**src/rtl/pipe_pkg.sv**
```systemverilog
// Shared types for the pipeline stage register: FSM state encodings, data-register load sources
// and the RV32I NOP used as the default bubble payload.
package pipe_pkg;

   typedef enum logic [1:0] {
      ST_EMPTY = 2'd0,
      ST_FULL  = 2'd1,
      ST_SKID  = 2'd2
   } state_e;

   typedef enum logic [1:0] {
      SRC_D   = 2'd0,
      SRC_ALT = 2'd1,
      SRC_NOP = 2'd2
   } ld_src_e;

   localparam logic [31:0] RV_NOP = 32'h0000_0013;

   function automatic logic [1:0] occ_of(input state_e s);
      case (s)
         ST_FULL: return 2'd1;
         ST_SKID: return 2'd2;
         default: return 2'd0;
      endcase
   endfunction

endpackage

```
**src/rtl/pipe_stage_skid_reg_if.sv**
```systemverilog
// Ready/valid bus of one pipeline stage: upstream payload in, downstream payload out, occupancy.
// master drives payloads in and accepts them out; slave is the stage itself.
interface pipe_stage_skid_reg_if #(
   parameter int unsigned NrOfBits = 32
);
   logic                in_valid;
   logic                in_ready;
   logic [NrOfBits-1:0] D;
   logic                out_valid;
   logic                out_ready;
   logic [NrOfBits-1:0] Q;
   logic [1:0]          Occupancy;

   modport master (
      output in_valid, D, out_ready,
      input  in_ready, out_valid, Q, Occupancy
   );

   modport slave (
      input  in_valid, D, out_ready,
      output in_ready, out_valid, Q, Occupancy
   );
endinterface

```
**src/rtl/pipe_data_reg.sv**
```systemverilog
// Width-parametrised data register: synchronous reset value, load enable, 3-way load-value mux.
// One cycle load latency; no handshake of its own, the owner decides when to load.
module pipe_data_reg
   import pipe_pkg::*;
#(
   parameter int unsigned         Width    = 32,
   parameter logic [Width-1:0]    RstValue = '0
) (
   input  logic             clk_i,
   input  logic             rst_i,
   input  logic             ld_i,
   input  ld_src_e          src_i,
   input  logic [Width-1:0] d_i,
   input  logic [Width-1:0] alt_i,
   input  logic [Width-1:0] nop_i,
   output logic [Width-1:0] q_o
);
   logic [Width-1:0] data_q;
   logic [Width-1:0] data_d;

   always_comb begin
      data_d = data_q;
      if (ld_i) begin
         case (src_i)
            SRC_D:   data_d = d_i;
            SRC_ALT: data_d = alt_i;
            default: data_d = nop_i;
         endcase
      end
   end

   always_ff @(posedge clk_i) begin
      if (rst_i) data_q <= RstValue;
      else       data_q <= data_d;
   end

   assign q_o = data_q;

endmodule

```
**src/rtl/pipe_stage_skid_reg.sv**
```systemverilog
// Pipeline stage register with one-entry skid buffer; D->Q is 1 cycle, a skidded entry follows the next pop.
// in_ready/out_valid are registered, so back-pressure never forms a combinational path across stages.
module pipe_stage_skid_reg
   import pipe_pkg::*;
#(
   parameter int unsigned          NrOfBits   = 32,
   parameter logic [NrOfBits-1:0]  ResetValue = '0,
   parameter logic [NrOfBits-1:0]  NopValue   = NrOfBits'(RV_NOP)
) (
   input  logic                 Clock,
   input  logic                 Reset,
   input  logic                 Tick,
   input  logic                 Flush,
   pipe_stage_skid_reg_if.slave bus
);
   state_e              state_q, state_d;
   logic                in_ready_q, in_ready_d;
   logic                out_valid_q, out_valid_d;
   logic [1:0]          occ_q, occ_d;
   logic                push, pop;
   logic                main_ld, skid_ld;
   ld_src_e             main_src, skid_src;
   logic [NrOfBits-1:0] main_q, skid_q;

   assign push = bus.in_valid & in_ready_q & Tick;
   assign pop  = out_valid_q & bus.out_ready & Tick;

   always_comb begin
      state_d  = state_q;
      main_ld  = 1'b0;
      main_src = SRC_D;
      skid_ld  = 1'b0;
      skid_src = SRC_D;
      if (Flush) begin
         state_d  = ST_EMPTY;
         main_ld  = 1'b1;
         main_src = SRC_NOP;
         skid_ld  = 1'b1;
         skid_src = SRC_NOP;
      end else begin
         case (state_q)
            ST_EMPTY: begin
               if (push) begin
                  state_d = ST_FULL;
                  main_ld = 1'b1;
               end
            end
            ST_FULL: begin
               if (push && pop) begin
                  main_ld = 1'b1;
               end else if (push) begin
                  state_d = ST_SKID;
                  skid_ld = 1'b1;
               end else if (pop) begin
                  state_d  = ST_EMPTY;
                  main_ld  = 1'b1;
                  main_src = SRC_NOP;
               end
            end
            ST_SKID: begin
               if (pop) begin
                  state_d  = ST_FULL;
                  main_ld  = 1'b1;
                  main_src = SRC_ALT;
                  skid_ld  = 1'b1;
                  skid_src = SRC_NOP;
               end
            end
            default: state_d = ST_EMPTY;
         endcase
      end
      // Handshake outputs are precomputed from the next state so they can be registered.
      in_ready_d  = (state_d != ST_SKID);
      out_valid_d = (state_d != ST_EMPTY);
      occ_d       = occ_of(state_d);
   end

   always_ff @(posedge Clock) begin
      if (Reset) begin
         state_q     <= ST_EMPTY;
         in_ready_q  <= 1'b1;
         out_valid_q <= 1'b0;
         occ_q       <= 2'd0;
      end else begin
         state_q     <= state_d;
         in_ready_q  <= in_ready_d;
         out_valid_q <= out_valid_d;
         occ_q       <= occ_d;
      end
   end

   pipe_data_reg #(
      .Width    (NrOfBits),
      .RstValue (ResetValue)
   ) u_main (
      .clk_i (Clock),
      .rst_i (Reset),
      .ld_i  (main_ld),
      .src_i (main_src),
      .d_i   (bus.D),
      .alt_i (skid_q),
      .nop_i (NopValue),
      .q_o   (main_q)
   );

   pipe_data_reg #(
      .Width    (NrOfBits),
      .RstValue (NopValue)
   ) u_skid (
      .clk_i (Clock),
      .rst_i (Reset),
      .ld_i  (skid_ld),
      .src_i (skid_src),
      .d_i   (bus.D),
      .alt_i ('0),
      .nop_i (NopValue),
      .q_o   (skid_q)
   );

   assign bus.in_ready  = in_ready_q;
   assign bus.out_valid = out_valid_q;
   assign bus.Occupancy = occ_q;
   assign bus.Q         = main_q;

endmodule

```
**src/flat_wrapper.sv**
```systemverilog
// flat-port wrapper written by rule: the top's interface ports become plain ports
module pipe_stage_skid_reg_flat import pipe_pkg::*;
#(
   parameter int unsigned          NrOfBits   = 32,
   parameter logic [NrOfBits-1:0]  ResetValue = '0,
   parameter logic [NrOfBits-1:0]  NopValue   = NrOfBits'(RV_NOP)
)
  (Clock, Reset, Tick, Flush, bus_in_valid, bus_D, bus_out_ready, bus_in_ready, bus_out_valid, bus_Q, bus_Occupancy);
  pipe_stage_skid_reg_if #(.NrOfBits(NrOfBits)) bus_i ();
  input  logic Clock;
  input  logic Reset;
  input  logic Tick;
  input  logic Flush;
  input wire logic [$bits(bus_i.in_valid)-1:0] bus_in_valid;
  input wire logic [$bits(bus_i.D)-1:0] bus_D;
  input wire logic [$bits(bus_i.out_ready)-1:0] bus_out_ready;
  output wire logic [$bits(bus_i.in_ready)-1:0] bus_in_ready;
  output wire logic [$bits(bus_i.out_valid)-1:0] bus_out_valid;
  output wire logic [$bits(bus_i.Q)-1:0] bus_Q;
  output wire logic [$bits(bus_i.Occupancy)-1:0] bus_Occupancy;
  assign bus_i.in_valid = bus_in_valid;
  assign bus_i.D = bus_D;
  assign bus_i.out_ready = bus_out_ready;
  assign bus_in_ready = bus_i.in_ready;
  assign bus_out_valid = bus_i.out_valid;
  assign bus_Q = bus_i.Q;
  assign bus_Occupancy = bus_i.Occupancy;
  pipe_stage_skid_reg #(.NrOfBits(NrOfBits), .ResetValue(ResetValue), .NopValue(NopValue)) u_core (.Clock(Clock), .Reset(Reset), .Tick(Tick), .Flush(Flush), .bus(bus_i));
endmodule
```
**config.mk**
```make
export PLATFORM = sky130hd
export DESIGN_NAME = pipe_stage_skid_reg_flat
export DESIGN_NICKNAME = d
export VERILOG_FILES = /design/src/rtl/pipe_pkg.sv /design/src/rtl/pipe_stage_skid_reg_if.sv /design/src/rtl/pipe_data_reg.sv /design/src/rtl/pipe_stage_skid_reg.sv /design/src/flat_wrapper.sv
export SDC_FILE = /design/constraint.sdc
export NUM_CORES = 1
export LEC_CHECK = 0
export BUFFER_PORTS_ARGS = -buffer_cell sky130_fd_sc_hd__buf_2
export CORE_UTILIZATION = 52
export DETAILED_ROUTE_END_ITERATION = 10
export PLACE_DENSITY = 0.87
export SLEW_MARGIN = 10
export SYNTH_ARGS = -nofsm -noshare
export SYNTH_HDL_FRONTEND = slang
export SYNTH_SLANG_ARGS = --single-unit
```
**constraint.sdc**
```tcl
create_clock -name Clock -period 2.1 [get_ports Clock]
set_input_delay 0 -clock Clock [delete_from_list [all_inputs] [get_ports Clock]]
set_output_delay 0 -clock Clock [all_outputs]
set_load 0.01 [all_outputs]
```
# --- Word level (Yosys, flattened, before mapping) ---
# Index checks and enable logic that the tools add are counted.
# W data, S select, Z words.
totals:
  ff_bits: 70
  latch_bits: 0
  ramBits: 0
  romBits: 0
  input_bits: 38
  out_inout_bits: 36
  word_cells: 49
  n_memories: 0
op_classes:
  add_sub_neg: 0
  multipliers: 0
  n_div: 0
  magnitude_cmp: 0
  eq_ne: 7
  shifts: 0
  muxes: 27
  bitwise: 4
  n_reduce_logical: 5
op_table:
  columns: ["op", "n"]
  rows:
  - ["$pmux W32 S2", 2]
  - ["$mux W2", 12]
  - ["$eq A2 B1 Y1 const B", 4]
  - ["$mux W1", 8]
  - ["$pmux W2 S2", 2]
  - ["$logic_not A2 Y1", 3]
  - ["$pmux W2 S3", 1]
  - ["$and A1 B1 Y1", 4]
  - ["$eq A2 B2 Y1 const B", 2]
  - ["$pmux W1 S3", 1]
  - ["$ne A2 B2 Y1 const B", 1]
  - ["$pmux W1 S2", 1]
  - ["$reduce_bool A2 Y1", 1]
  - ["$logic_and A1 B1 Y1", 1]

# --- Logic depth before layout (Yosys ltp) ---
# Gate-level depths: netlist (run 1).
depth:
  depth_word: 9
  mapped_depth: 9
  depth_no_buf: 7

# --- Hierarchy ---
# Synthesis (run 1) repeated with hierarchy kept, for this count alone.
hier_totals:
  hier_cells: 425
  area_unflattened_um2: 4464.3
modules_own_cells:
  columns: ["module", "instances", "cells_per_inst", "area_each_um2"]
  rows:
  - ["pipe_data_reg (u_core.u_main)", 1, 187, 2090.8]
  - ["pipe_data_reg (u_core.u_skid)", 1, 186, 1914.3]
  - ["pipe_stage_skid_reg", 1, 52, 459.2]

# --- Least setup slack after synthesis (run 1) ---
# OpenSTA, ideal clock, no wires.
synth_timing:
  path_kind: "register to register"
  from: "reg u_core.state_q[0]"
  to: "reg u_core.in_ready_q, in the netlist u_core.bus.in_ready"
  setup_ps: 134
  arrival_ps: 1679
  t_required_ps: 1966
  path_slack_ps: 287
  stages_incl_launch_ff: 6
  path_cell_list: "dfxtp_1 inv_1 ha_1 or3_1 a22o_1 or4_1"
synth_between:
  elab_chain_cells: 6
  elab_cells_between_ends: 11
  classes_between: "eq/ne: 3; mux: 7; reduce/logical: 1"
synth_rtl:
  columns: ["item", "line_no", "text"]
  rows:
  - ["from (decl)", "pipe_stage_skid_reg.sv:16", "state_e state_q, state_d;"]
  - ["from (signal assigned)", "pipe_stage_skid_reg.sv:85", "state_q <= state_d;"]
  - ["$mux W2", "pipe_stage_skid_reg.sv:54", "end else if (pop) begin"]
  - ["$mux W2", "pipe_stage_skid_reg.sv:51", "end else if (push) begin"]
  - ["$mux W2", "pipe_stage_skid_reg.sv:49", "if (push && pop) begin"]
  - ["$pmux W2 S3 (*)", "pipe_stage_skid_reg.sv:41", "case (state_q)"]
  - ["$mux W2 (*)", "pipe_stage_skid_reg.sv:34", "if (Flush) begin"]
  - ["$ne A2 B2 Y1 (*)", "pipe_stage_skid_reg.sv:73", "in_ready_d = (state_d != ST_SKID);"]
  - ["to (signal assigned)", "pipe_stage_skid_reg.sv:86", "in_ready_q <= in_ready_d;"]
  - ["to (decl)", "pipe_stage_skid_reg.sv:17", "logic in_ready_q, in_ready_d;"]
# Mark *: on every way between the ends. The rest lies on a longest branch, timed or not.
# A chain may end at the register's enable or synchronous reset.

# --- Worst setup path after layout (run 1) ---
# Ends and elaborated chain as after synthesis.

==> impl_results.md, run 1 <==
- Overall global routing resource usage: 0.2582
- Worst r2r path cells: 6
- Fill cell instance count of the final layout: 395
- Count of mapped cells out of synthesis: 295
- PwrDens: 756.0 mW/mm^2
- Post-synthesis mux area share: 0.1143
- Fraction of final layout cells with drive strength greater than 1: 0.2826
- Total of flip-flops plus latches after synthesis: 70
- Parity-gate share of the synthesized area counting xor and xnor cells: 0.003125
- Synth top area share: 0.5000
- Number of clock buffers inserted by TritonCTS: 9
- Proportion of synthesized flip-flops having asynchronous set or reset: 0
- Synth Cell Area: 0.002803 mm^2
- R2R Path End: u_core.bus.in_ready
- Worst endpoint data arrival time: 2.23 ns
- Final Worst Setup Slack: 0.07796 ns
- Top cell type by total area after synthesis: sky130_fd_sc_hd__dfxtp_1
- Hold Path Class: input port to flop
- Weighted congestion at the end of routability-driven global placement: 0.9131
- Cell row count: 26
- Worst Tran Pin Value: 0.6721 ns
- Hold violation total from the final report: 0
- Largest net degree at the start of global routing: 36
- VDD IR-drop max: 0.0005846 V
- Clock network power share: 0.454
- Min Tclk post-route: 2.022 ns
- Die footprint: 0.005687 mm^2
- Internal power contribution: 0.002322 W
- EDFF count, synth: 0
- Worst hold margin: 0.2336 ns
- Share of total power consumed by net switching: 0.2051
- Required time reported for the critical path endpoint: 2.31 ns
- Max-capacitance violation count: 0
- Post-placement setup slack: -0.1110 ns
- Leak pwr: 1.801 nW
- Antenna-violating nets left: 0
- Arithmetic-cell share of the synthesized area counting full adders, half adders and majority gates: 0.01786
- Area of the core: 0.005140 mm^2
- Sum of net half-perimeters after detailed placement: 3961 um
- Post-Layout Cell Count: 478
- Area delta synth->final: 37.86%
- Max-slew headroom: 0.5509
- Final non-filler cell area: 0.003864 mm^2
- Worst clock skew: 0.007638 ns
- Total congestion overflow: 0
- Vias in the first global route: 2485
- Drt drc: 0
- Startpoint-to-endpoint class of the critical path: flop to flop
- Instance area after placement: 0.003244 mm^2
- Post-synth net total: 337
- Register-to-register setup slack: 0.08 ns
- Critical path origin: u_core.state_q[0]
- Part of the total power dissipated in combinational logic: 0.080
- Wire length after detailed routing: 7056 um
- Mean instance size in the synthesized netlist: 9.501 um^2
- First-pass GRT wire length: 10780 um
- Commonest non-fill, non-tap cells in the layout: sky130_fd_sc_hd__buf_2, sky130_fd_sc_hd__dfxtp_1, sky130_fd_sc_hd__nand2_1
- Result of the run: complete, no violations
- CTS sink count: 70
- Number of warning messages in the yosys log: 0
- Placed cell count: 427
- Maximum root-to-sink buffer count: 2
- Number of antenna violations at the first check in global routing: 1
- Starting Density: 0.5453
- Maximum clock frequency: 494.5 MHz
- Clock-pin slew of the registers on the worst-case setup and hold paths: 0.07 ns
- Final Max Tran Viols: 0
- Crit start category: flop
- Avg Vias per Cell: 5.431
- Simple-gate share of the synthesized area: 0.1429
- CTS tree: built
- Category of the worst setup path capture point: flop
- Sequential fraction of the synthesis area: 0.5000
- Min-Delay Path Depth: 5
- H-tree lvl count: 3
- Compound-cell area share of the yosys netlist: 0.1862
- Crit share post-route: 0.9629
- P_sw: 0.0005989 W
- Clock Latency Late Sink: 0.34 ns
- Capturing element of the worst setup path: u_core.bus.in_ready
- Ports placed on the boundary: 74
- Cells taking the most area after synthesis: sky130_fd_sc_hd__dfxtp_1, sky130_fd_sc_hd__mux2i_1, sky130_fd_sc_hd__a22oi_1
- Maximum fanout encountered on the critical timing path: 5
- Number of iterations in the first detailed-routing pass: 4
- Total power of the final layout: 0.002921 W
- Main synth FF type: sky130_fd_sc_hd__dfxtp_1
- Average routed wire per standard cell: 14.76 um
- R2r startpoint: u_core.state_q[0]
- Library cells used by synthesis: 35
- Chip width: 75.42 um
- Setup violation total in the final timing report: 0
- Dominant combinational cell family by area after synthesis: compound AO/OA/AOI/OAI gates
- Detailed-route via count: 2596
- Clock tree root driver cell: sky130_fd_sc_hd__clkbuf_8
- Leading cell type in the layout, fill and taps excluded: sky130_fd_sc_hd__buf_2
- Part of the power in registers: 0.465
- Number of nets in the final layout: 444
- Die Height: 75.42 um
- DRC marker count from the first detailed-route iteration: 163
- Count of port buffers added during placement: 73
## critical path: stages, from the launching register on
cell and delay [ns]:
sky130_fd_sc_hd__dfxtp_1 0.37, sky130_fd_sc_hd__inv_1 0.09, sky130_fd_sc_hd__ha_1 0.21, sky130_fd_sc_hd__buf_4 0.15
sky130_fd_sc_hd__or3_1 0.37, sky130_fd_sc_hd__a22o_1 0.24, sky130_fd_sc_hd__or4_1 0.47
## cells by family after synthesis
| logic type | Yosys count |
|---|---|
| AND/OR/NAND/NOR | 92 |
| AO/OA/AOI/OAI | 74 |
| adder cells (fa/ha/maj) | 4 |
| buffers and inverters | 22 |
| multiplexers | 32 |
| flip-flops | 70 |
| XOR/XNOR | 1 |
## per-stage QoR
stage	TNS, ns	utilization
5_1_grt	-0.007539	0.7517
4_1_cts	0	0.7468
6_report	0	0.7517
3_3_place_gp	-0.1986	0.6312
2_1_floorplan	0	-
3_5_place_dp	-2.265	0.6312
## synth_stat cells (3+ instances only)
master / count
sky130_fd_sc_hd__a211oi_1: 4
sky130_fd_sc_hd__a22oi_1: 30
sky130_fd_sc_hd__buf_2: 8
sky130_fd_sc_hd__clkbuf_1: 10
sky130_fd_sc_hd__dfxtp_1: 70
sky130_fd_sc_hd__ha_1: 4
sky130_fd_sc_hd__mux2i_1: 32
sky130_fd_sc_hd__nand2_1: 36
sky130_fd_sc_hd__nand3_1: 5
sky130_fd_sc_hd__nor2_1: 35
sky130_fd_sc_hd__o21ai_0: 20
sky130_fd_sc_hd__o21ai_2: 10
sky130_fd_sc_hd__o22ai_1: 3
sky130_fd_sc_hd__or2_2: 3
## power by group through the flow
stage                     Combinational [W]  Clock (W)  Sequential [W]
final                              0.000235    0.00133         0.00136
after global routing               0.000256    0.00142         0.00136
after CTS                          0.000226    0.00134         0.00136
after detailed placement           0.000174          0         0.00139
after global placement             0.000170          0         0.00139
after floorplan                   0.0000800          0         0.00140
## flip-flops by register name, indices dropped and copies added (netlist names)
name	cells
u_core.bus.out_valid	1
u_core.u_skid.q_o	32
u_core.bus.in_ready	1
u_core.state_q	2
u_core.u_main.q_o	32
u_core.bus.Occupancy	2
## worst min path at each step
stage / from / slack, ns / endpoint
CTS: bus_in_valid / 0.21 / u_core.bus.Occupancy[1]
global placement: Reset / 0.24 / u_core.u_main.q_o[0]
detailed placement: Reset / 0.24 / u_core.u_main.q_o[1]
floorplan: Reset / 0.07 / u_core.u_main.q_o[0]
finish: bus_in_valid / 0.23 / u_core.bus.Occupancy[1]
global route: bus_in_valid / 0.25 / u_core.bus.Occupancy[1]
## cell type report
cell class | count | area [um^2] | share of cell area
flip-flops and latches | 70 | 1401 | 0.3627
multi-input cells | 203 | 1330 | 0.3442
repair buffers | 115 | 782.0 | 0.2024
clock buffers | 13 | 158.9 | 0.04113
clock inverters | 3 | 90.09 | 0.02332
well taps | 70 | 87.58 | 0.02267
inverters | 3 | 11.26 | 0.002915
diodes | 1 | 2.502 | 0.0006477
## timing repair
action,4_1_cts,5_1_grt
hold endpoints to repair,62,0
pin swaps,0,1
buffers inserted,0,0
hold buffers,34,0
setup endpoints to repair,29,28
resized for setup,1,7
## metal layers
| metal | part of all wire | GRT usage | routed length (um) | vias to the layer above |
|---|---|---|---|---|
| met5 | 0 | 0 | 0 | - |
| met2 | 0.51 | 0.4315 | 3616 | 90 |
| met4 | 0.028 | 0.1728 | 198 | 0 |
| met3 | 0.048 | 0.05423 | 337 | 18 |
| met1 | 0.41 | 0.2989 | 2904 | 1224 |
| li1 | - | - | - | 1264 |
Power figures use the tool's default switching activity.
==> run 2, diff against run 1 <==
==> constraint.sdc (replaced) <==
create_clock -name Clock -period 2.1 [get_ports Clock]
set_input_delay 0.105 -clock Clock [delete_from_list [all_inputs] [get_ports Clock]]
set_output_delay 0.105 -clock Clock [all_outputs]
set_load 0.01 [all_outputs]
==> impl_results.md, run 2 (same netlist as run 1, synthesis figures left out) <==
- Chip width: 75.42 um (unchanged)
- Global-route layer with the greatest usage: met2
- Clock-pin slew of the registers on the worst-case setup and hold paths: 0.07 ns (about the same)
- Final design utilization: 0.6870 (-0.06475)
- Crit share post-route: 0.9630 (about the same)
- Setup violation total in the final timing report: 0 (unchanged)
- Instance area after placement: 0.003244 mm^2 (unchanged)
- Fraction of final layout cells with drive strength greater than 1: 0.3075 (+0.02493)
- Number of antenna cells inserted: 0 (-1)
- Stage delay of the slowest cell on the critical path: 0.47 ns (about the same)
- Worst r2r path cells: 6 (unchanged)
- Cell depth of the worst setup path: 6 (unchanged)
- Required time reported for the critical path endpoint: 2.31 ns (about the same)
- Final non-filler cell area: 0.003531 mm^2 (-8.6%)
- Vias in the first global route: 2173 (-13%)
- Hold Path End: u_core.u_skid.q_o[1]
- Worst Tran Pin Value: 0.6877 ns (+0.01567 ns)
- Commonest non-fill, non-tap cells in the layout: sky130_fd_sc_hd__buf_2, sky130_fd_sc_hd__dfxtp_1, sky130_fd_sc_hd__nand2_1
- R2r startpoint: u_core.state_q[0]
- Worst clock skew: 0.007540 ns (-0.00009742 ns)
- CTS sink count: 70 (unchanged)
- Register-to-register setup slack: 0.08 ns (about the same)
- Leading cell type in the layout, fill and taps excluded: sky130_fd_sc_hd__buf_2
- Final Max Tran Viols: 0 (unchanged)
- Startpoint-to-endpoint class of the critical path: flop to flop
- R2R Path End: u_core.bus.in_ready
- Min-delay src: bus_D[1]
- Maximum fanout encountered on the critical timing path: 5 (unchanged)
- Maximum root-to-sink buffer count: 2 (unchanged)
- RSZ-0062 raised after global routing: no
- Hold Path Class: input port to flop
- Ports placed on the boundary: 74 (unchanged)
- Routing usage on met2: 0.3740 (-0.05754)
- Detailed-route via count: 2390 (-7.9%)
- Dominant delay contributor by cell family on the critical path: simple AND/OR/NAND/NOR gates
- Leak pwr: 1.663 nW (-7.6%)
- Clock tree root driver cell: sky130_fd_sc_hd__clkbuf_8
- Die footprint: 0.005687 mm^2 (unchanged)
- Combined area of the multi-input logic cells: 0.001330 mm^2 (unchanged)
- Count of port buffers added during placement: 73 (unchanged)
- Routing usage on met3: 0.05291 (-0.001323)
- Storage element area: 0.001401 mm^2 (unchanged)
- First-pass GRT wire length: 9625 um (-11%)
- Min Tclk post-route: 2.022 ns (+0.0002811 ns)
- Ordered cell list for the critical path: inv_1 -> ha_1 -> buf_4 -> or3_1 -> a22o_1 -> or4_1
- Antenna-violating nets left: 0 (unchanged)
- Post-Layout Cell Count: 444 (-7.1%)
- Avg Vias per Cell: 5.383 (-0.89%)
- CTS tree: built
- Number of clock buffers inserted by TritonCTS: 9 (unchanged)
- DRC marker count from the first detailed-route iteration: 173 (+6.1%)
- Worst endpoint data arrival time: 2.23 ns (about the same)
- Max-capacitance violation count: 0 (unchanged)
- Area delta synth->final: 25.98%
- Number of antenna violations at the first check in global routing: 0 (-1)
- Cell row count: 26 (unchanged)
- Hold violation total from the final report: 0 (unchanged)
- Crit start category: flop
- Area of the core: 0.005140 mm^2 (unchanged)
- Number of iterations in the first detailed-routing pass: 4 (unchanged)
- Buf/Inv on CP: 2 (unchanged)
- VDD IR-drop max: 0.0005703 V (-2.4%)
- Total congestion overflow: 0 (unchanged)
- Maximum clock frequency: 494.5 MHz (about the same)
- Category of the worst setup path capture point: flop
- Min-Delay Path Depth: 3 (-2)
- Drt drc: 0 (unchanged)
- H-tree lvl count: 3 (unchanged)
- Fill cell instance count of the final layout: 427 (+8.1%)
- Sum of net half-perimeters after detailed placement: 3961 um (unchanged)
- Total power of the final layout: 0.002862 W (-2.0%)
- Average routed wire per standard cell: 14.06 um (-4.7%)
- Overall global routing resource usage: 0.2297 (-0.02851)
- Clock Latency Late Sink: 0.33 ns (about the same)
- Placed cell count: 427 (unchanged)
- Summed negative setup slack over all endpoints: 0 ns (unchanged)
- Largest net degree at the start of global routing: 36 (unchanged)
- Worst path slowest cell: sky130_fd_sc_hd__or4_1
- Met1 global-route usage: 0.2793 (-0.01962)
- Starting Density: 0.5453 (unchanged)
- Weighted congestion at the end of routability-driven global placement: 0.9131 (unchanged)
- Number of nets in the final layout: 411 (-7.4%)
- Max-slew headroom: 0.5404 (-0.01047)
- Wire length after detailed routing: 6243 um (-12%)
- PwrDens: 810.5 mW/mm^2 (+7.2%)
- Die Height: 75.42 um (unchanged)
- Result of the run: complete, no violations
-- run 2: what timing repair did --
item | CTS | global route
hold buffers | 1 | 0
pin swaps | 0 | 1
gates cloned | 0 | 0
endpoints found under the hold margin | 3 | 0
gates resized for setup | 1 | 6
endpoints found under the setup margin | 29 | 18
setup buffers | 0 | 0
-- run 2: worst max path at each step --
stage | slack, ns | endpoint | start
floorplan | 0.29 | u_core.bus.in_ready | u_core.state_q[0]
global placement | -0.02 | u_core.u_main.q_o[27] | u_core.state_q[0]
detailed placement | -0.11 | u_core.u_main.q_o[25] | u_core.state_q[0]
CTS | 0.08 | u_core.bus.in_ready | u_core.state_q[0]
global route | 0.02 | u_core.bus.in_ready | u_core.state_q[0]
finish | 0.08 | u_core.bus.in_ready | u_core.state_q[0]
-- run 2: metrics by stage --
| stage | hold slack [ns] | setup WS, ns |
|---|---|---|
| 6_report | 0.02531 | 0.07768 |
| 5_1_grt | 0.01940 | 0.01779 |
| 4_1_cts | 0.006373 | 0.07725 |
| 3_5_place_dp | 0.3496 | -0.1110 |
| 3_3_place_gp | 0.3479 | -0.02385 |
| 2_1_floorplan | 0.1778 | 0.2867 |
-- run 2: final cells by class --
class,count,area share
clock buffers,13,0.04500
flip-flops and latches,70,0.3969
well taps,70,0.02481
multi-input cells,203,0.3767
inverters,3,0.003189
clock inverters,3,0.02551
repair buffers,82,0.1279
-- run 2: power breakdown --
group,switching [W],internal [W]
registers,0.0000110,0.00135
logic,0.000104,0.0000786
clock network,0.000465,0.000856
-- run 2: worst register-to-register path, stage by stage (launching register included) --
cell and delay, ns:
sky130_fd_sc_hd__dfxtp_1 0.37, sky130_fd_sc_hd__inv_1 0.09, sky130_fd_sc_hd__ha_1 0.21, sky130_fd_sc_hd__buf_4 0.15
sky130_fd_sc_hd__or3_1 0.37, sky130_fd_sc_hd__a22o_1 0.24, sky130_fd_sc_hd__or4_1 0.47
-- run 2: per-layer routing --
layer / vias to the layer above / routed length, um
met5: - / 0
met4: 0 / 77
met3: 7 / 371
met2: 82 / 3004
met1: 1101 / 2790
li1: 1200 / -
